<file path="config.mk">
export PLATFORM = sky130hd
export DESIGN_NAME = switch_decode
export DESIGN_NICKNAME = d
export VERILOG_FILES = /design/src/rtl/switch_decode.sv
export SDC_FILE = /design/constraint.sdc
export NUM_CORES = 1
export LEC_CHECK = 0
export CAP_MARGIN = 5
export CORE_ASPECT_RATIO = 1.4
export CORE_UTILIZATION = 55
export CTS_BUF_LIST = sky130_fd_sc_hd__clkbuf_8
export DETAILED_ROUTE_END_ITERATION = 6
export GPL_ROUTABILITY_DRIVEN = 0
export MAX_ROUTING_LAYER = met4
export PLACE_DENSITY = 0.81
export SYNTH_ARGS = -nofsm -noshare
export SYNTH_HDL_FRONTEND = slang
export SYNTH_SLANG_ARGS = --single-unit
export TNS_END_PERCENT = 20
</file>
<file path="constraint.sdc">
create_clock -name clk -period 3.3 [get_ports clk]
set_input_delay 0.825 -clock clk [delete_from_list [all_inputs] [get_ports clk]]
set_output_delay 0.825 -clock clk [all_outputs]
set_load 0.05 [all_outputs]
</file>
<file path="src/rtl/switch_decode.sv">
// Debounces a 2-bit switch code into a registered IDLE/ON/OFF/FAULT state with a saturating error counter.
// Define SWITCH_DECODE_CHECK_EN to also check the lagging num companion against the previous sampled code.
module switch_decode #(
    parameter int STABLE_CYCLES = 3,
    parameter int FAULT_LIMIT   = 4,
    parameter int ERR_W         = 8
) (
    input  logic             clk,
    input  logic             rst,
    input  logic [1:0]       code,
    input  logic [2:0]       num,
    input  logic             clr_err,
    output logic             state_out,
    output logic             state_vld,
    output logic             changed,
    output logic             fault,
    output logic [ERR_W-1:0] err_cnt
);

    typedef enum logic [1:0] {S_IDLE, S_ON, S_OFF, S_FAULT} state_t;

    localparam logic [3:0] STABLE_MAX = 4'(STABLE_CYCLES);
    localparam logic [3:0] FAULT_MAX  = 4'(FAULT_LIMIT);

    localparam logic [1:0] CODE_IDLE    = 2'h0;
    localparam logic [1:0] CODE_ON      = 2'h1;
    localparam logic [1:0] CODE_ILLEGAL = 2'h2;
    localparam logic [1:0] CODE_OFF     = 2'h3;

    state_t           state, state_nxt;
    logic [1:0]       cand;
    logic [3:0]       stab_cnt, stab_nxt;
    logic [3:0]       ill_cnt, ill_nxt;
    logic             prev_vld;
    logic             illegal, accept, fault_hit, restart, mismatch, err_event;
    logic             state_out_nxt, state_vld_nxt, changed_nxt, fault_nxt;
    logic [ERR_W-1:0] err_cnt_nxt;

    // Candidate always follows the sample, so between edges it equals the previous sampled code.
    always_comb begin
        // NOTE: every combinational output gets a default first so no path can infer a latch.
        stab_nxt  = 4'd1;
        ill_nxt   = 4'd0;
        illegal   = (code == CODE_ILLEGAL);
        if (stab_cnt != 4'd0 && code == cand)
            stab_nxt = (stab_cnt == STABLE_MAX) ? stab_cnt : stab_cnt + 4'd1;
        if (illegal)
            ill_nxt = (ill_cnt == FAULT_MAX) ? ill_cnt : ill_cnt + 4'd1;
        accept    = (stab_nxt == STABLE_MAX);
        fault_hit = (ill_nxt == FAULT_MAX);
        restart   = (state == S_FAULT) && clr_err;
    end

`ifdef SWITCH_DECODE_CHECK_EN
    logic [2:0] exp_num;

    always_comb begin
        exp_num = 3'h0;
        case (cand)
            CODE_ON:  exp_num = 3'h2;
            CODE_OFF: exp_num = 3'h4;
            default:  exp_num = 3'h0;
        endcase
        mismatch = prev_vld && (cand != CODE_ILLEGAL) && (num != exp_num);
    end
`else
    logic unused_sig;

    assign mismatch   = 1'b0;
    assign unused_sig = ^{num, prev_vld};
`endif

    always_comb begin
        state_nxt     = state;
        state_out_nxt = state_out;
        case (state)
            S_FAULT: begin
                if (clr_err)
                    state_nxt = S_IDLE;
            end
            default: begin
                if (fault_hit) begin
                    state_nxt = S_FAULT;
                end else if (accept) begin
                    case (code)
                        CODE_ON:   state_nxt = S_ON;
                        CODE_OFF:  state_nxt = S_OFF;
                        CODE_IDLE: state_nxt = S_IDLE;
                        default:   state_nxt = state;
                    endcase
                end
            end
        endcase

        case (state_nxt)
            S_ON:    state_out_nxt = 1'b0;
            S_OFF:   state_out_nxt = 1'b1;
            default: state_out_nxt = state_out;
        endcase
        state_vld_nxt = (state_nxt == S_ON) || (state_nxt == S_OFF);
        changed_nxt   = state_vld_nxt && (state_nxt != state);
        fault_nxt     = (state_nxt == S_FAULT);
    end

    // Clear beats a coincident error; one increment per edge regardless of how many causes.
    always_comb begin
        err_event   = illegal || mismatch;
        err_cnt_nxt = err_cnt;
        if (clr_err)
            err_cnt_nxt = '0;
        else if (err_event && err_cnt != '1)
            err_cnt_nxt = err_cnt + ERR_W'(1);
    end

    // NOTE: sequential state uses non-blocking assignments so every register samples pre-edge values.
    always_ff @(posedge clk or negedge rst) begin
        // NOTE: all state, including counters, is reset asynchronously; there is no memory array here.
        if (!rst) begin
            state     <= S_IDLE;
            cand      <= CODE_IDLE;
            stab_cnt  <= 4'd0;
            ill_cnt   <= 4'd0;
            prev_vld  <= 1'b0;
            state_out <= 1'b0;
            state_vld <= 1'b0;
            changed   <= 1'b0;
            fault     <= 1'b0;
            err_cnt   <= '0;
        end else begin
            state     <= state_nxt;
            cand      <= code;
            stab_cnt  <= restart ? 4'd0 : stab_nxt;
            ill_cnt   <= restart ? 4'd0 : ill_nxt;
            prev_vld  <= 1'b1;
            state_out <= state_out_nxt;
            state_vld <= state_vld_nxt;
            changed   <= changed_nxt;
            fault     <= fault_nxt;
            err_cnt   <= err_cnt_nxt;
        end
    end

endmodule

</file>
==> flow_summary.ini <==
[placement]
portBuffers = 16
dpl.hpwl_mm = 2.03
dp_cells = 193

[synthesis]
syn_avg_cell_area_um2 = 9.93
synthesis.nets = 154
netlist_area_um2 = 1390
ys_seq_area_share_pct = 43.2
ys.flop_type = dfrtp_1
ys_types = 45
yosys_warnings = 0
synthArstFlopShare_pct = 100
synth_edf_count = 0
synthCells = 140
synth_seq_cells = 24

[grt]
antenna_found_initial = 0
grt_pass1_wl_mm = 4.40
grt.total_usage_pct = 22.8
grt_max_degree = 25
overflow = 0
grt_pass1_vias = 1010

[detailed_routing]
wire_per_inst_um = 13.8
vias_per_cell = 5.63
ant_nets = 0
route.detailed.drc = 0
vias = 1109
first_pass_iters = 4
drtIter0Drc = 24
wirelength_mm = 2.71

[critical_path]
critPathMostFrequentCell = a311oi_1
cp-startpoint = code[0]
r2r.worst_path.cells = 11
r2r_slack_ns = 0.35
cp_slowest_stage_delay_ns = 0.53
worstSetupPathType = in -> reg
critPathBufInv = 1
cp_top_family = compound AO/OA/AOI/OAI gates
crit_cells = 10
crit_end = changed$_DFF_PN0_
path_cells = clkdlybuf4s50_1, xnor2_1, o21ai_1, or3_4, o31ai_1, a31oi_1, ha_1, a311oi_1, a311oi_1, o22ai_1
crit_path_end_kind = flip-flop
start_kind = input pin
rr_startpoint = stab_cnt[0]$_DFF_PN0_
worstPathArrival_ns = 3.22
timing.rr.end = changed$_DFF_PN0_
slowest_stage = clkdlybuf4s50_1
crit_fanout = 3
required_ns = 3.44

[pwr]
p_int_mw = 0.709
combPwrFrac_pct = 47.8
clockPowerShare_pct = 17.1
p_leak_nw = 0.706
ir_worst_vdd_uv = 431
p_switching_mw = 0.436
swShare_pct = 38.1
seq_power_share_pct = 35.0
power_density_nw_per_um2 = 678

[cts]
cts_buffers = 3
cts.clk_slew.worst_paths_ns = 0.08
clock-sinks = 24
post_cts_resized = 0
htreeDepth = 1
cts_setup_buffers = 0
clk_latency_ns = 0.26
postCtsHoldBufs = 0
clk_path_buf_depth = 2
cts_root_buf = clkbuf_8
cts_tree = done

[layout]
area_growth_pct = 21.4
final_nets = 178
drive_gt1_share_pct = 15.3
seq_area_um2 = 601
n_fill_cell = 179
final_core_util_pct = 70.6
multi_input_area_um2 = 724
diodes = 0
layoutNonFillerInstCount = 197

[sta]
hold_viol = 0
max_freq_mhz = 325
fin_crit_ns = 3.08
slew_headroom_pct = 66.9
final_max_slew_viol_count = 0
skew_ns = 0.00139
fin_crit_sh_pct = 93.3
worst_slew_pin_slew_ns = 0.495
grt_setup_unrepaired = false
setup_viol = 0

[min_path]
hold_path.class = reg -> reg

[die]
io_pins = 20
dieArea_um2 = 2740
fp.dieH_um = 61.5
start_util_pct = 58.1
core_um2 = 2390
die_x_um = 44.5
num_rows = 21

[flow_run]
drv_cap = 0

[status]
outcome = complete, no violations
-- Yosys cell counts (all sizes together) (2+ instances only) --
| master | count | area, um2 |
|---|---|---|
| nor2 | 15 | 56.3 |
| or3 | 3 | 23.8 |
| nand2 | 9 | 33.8 |
| buf | 3 | 23.8 |
| o31ai | 2 | 28.8 |
| xor2 | 3 | 26.3 |
| dfrtp | 24 | 601 |
| o21ai | 3 | 15.0 |
| nand4 | 3 | 18.8 |
| and4b | 2 | 20.0 |
| nor3 | 4 | 25.0 |
| inv | 6 | 22.5 |
| o22ai | 2 | 12.5 |
| nand3 | 6 | 30.0 |
| mux2 | 2 | 22.5 |
| a311oi | 2 | 17.5 |
| nand3b | 2 | 15.0 |
| a21oi | 5 | 25.0 |
| and3 | 5 | 31.3 |
| clkbuf | 5 | 18.8 |
| ha | 6 | 75.1 |
| a31oi | 3 | 18.8 |
| a31o | 2 | 17.5 |
| o211ai | 2 | 15.0 |
| nor2b | 2 | 15.0 |
| xnor2 | 8 | 70.1 |
-- sequential cells by signal, indices dropped and copies added, names as in the netlist --
name,count
changed,1
err_cnt,8
state,2
cand,2
ill_cnt,4
state_vld,1
state_out,1
stab_cnt,4
fault,1
-- stage by stage --
stage	TNS (ns)	cell area (um2)	total power, mW	hold WS [ns]	setup WS (ns)
final	0	1690	1.14	0.517	0.223
after global routing	0	1690	1.22	0.569	0.127
after CTS	0	1690	1.14	0.518	0.226
after detailed placement	-0.0441	1630	0.944	0.500	-0.0368
after global placement	0	1630	0.925	0.488	0.0532
after floorplan	0	1390	0.757	0.529	0.401
-- how the worst min path moves through the flow --
stage	start	endpoint	slack, ns	cells after the start
2_1_floorplan	rst	cand[0]$_DFF_PN0_	0.53	0
3_3_place_gp	state_out$_DFFE_PN0P_	state_out$_DFFE_PN0P_	0.49	1
3_5_place_dp	state_out$_DFFE_PN0P_	state_out$_DFFE_PN0P_	0.50	1
4_1_cts	state_out$_DFFE_PN0P_	state_out$_DFFE_PN0P_	0.52	1
5_1_grt	state_out$_DFFE_PN0P_	state_out$_DFFE_PN0P_	0.57	1
6_report	state_out$_DFFE_PN0P_	state_out$_DFFE_PN0P_	0.52	1
-- cell usage in the layout, fill, tap and decap left out, types with 2 or more instances in the layout --
cell type | netlist | routed
dfrtp_1 | 24 | 24
clkdlybuf4s50_1 | 0 | 16
nor2_1 | 15 | 15
buf_4 | 1 | 11
nand2_1 | 9 | 9
xnor2_1 | 8 | 8
inv_1 | 6 | 6
nand3_1 | 6 | 6
ha_1 | 6 | 6
a21oi_1 | 5 | 5
and3_1 | 5 | 5
clkbuf_8 | 0 | 4
nor3_1 | 3 | 3
nand4_1 | 3 | 3
a31oi_1 | 3 | 3
xor2_1 | 3 | 3
and4b_1 | 2 | 2
mux2_2 | 2 | 2
nand3b_1 | 2 | 2
o211ai_1 | 2 | 2
or3_1 | 2 | 2
o22ai_1 | 2 | 2
a311oi_1 | 2 | 2
o21ai_0 | 2 | 2
-- per-layer routing --
layer,global-route usage (%),vias to the layer above,wire [um]
met3,3.23,8,88
met2,40.5,33,1430
met5,-,-,0
met1,25.1,521,1130
met4,9.52,0,59
li1,-,547,-
-- kinds of logic (layout without fill, tap and decap cells) --
family,Yosys count,count (layout),synth area share [%]
and+or+nand+nor,58,58,23.5
AOI/OAI and AO/OA,24,24,14.0
DFF,24,24,43.2
buffers and inverters,14,37,4.68
xor gates and xnor gates,11,11,6.93
adders and majority gates,6,6,5.40
muxes,3,3,2.34
-- cell type report --
| cell class | count | share of cell area, % |
|---|---|---|
| multi-input cells | 102 | 42.9 |
| flip-flops and latches | 24 | 35.6 |
| repair buffers | 27 | 14.4 |
| clock buffers | 4 | 3.26 |
| well taps | 34 | 2.52 |
| inverters | 6 | 1.33 |
-- power groups by stage --
stage                     Clock (mW)  Sequential, mW  Combinational [mW]
after global routing           0.208           0.410               0.602
after global placement             0           0.402               0.522
after detailed placement           0           0.407               0.537
after CTS                      0.196           0.402               0.545
final                          0.196           0.401               0.548
after floorplan                    0           0.467               0.290
Note: power is estimated with default switching activity, not from simulation.
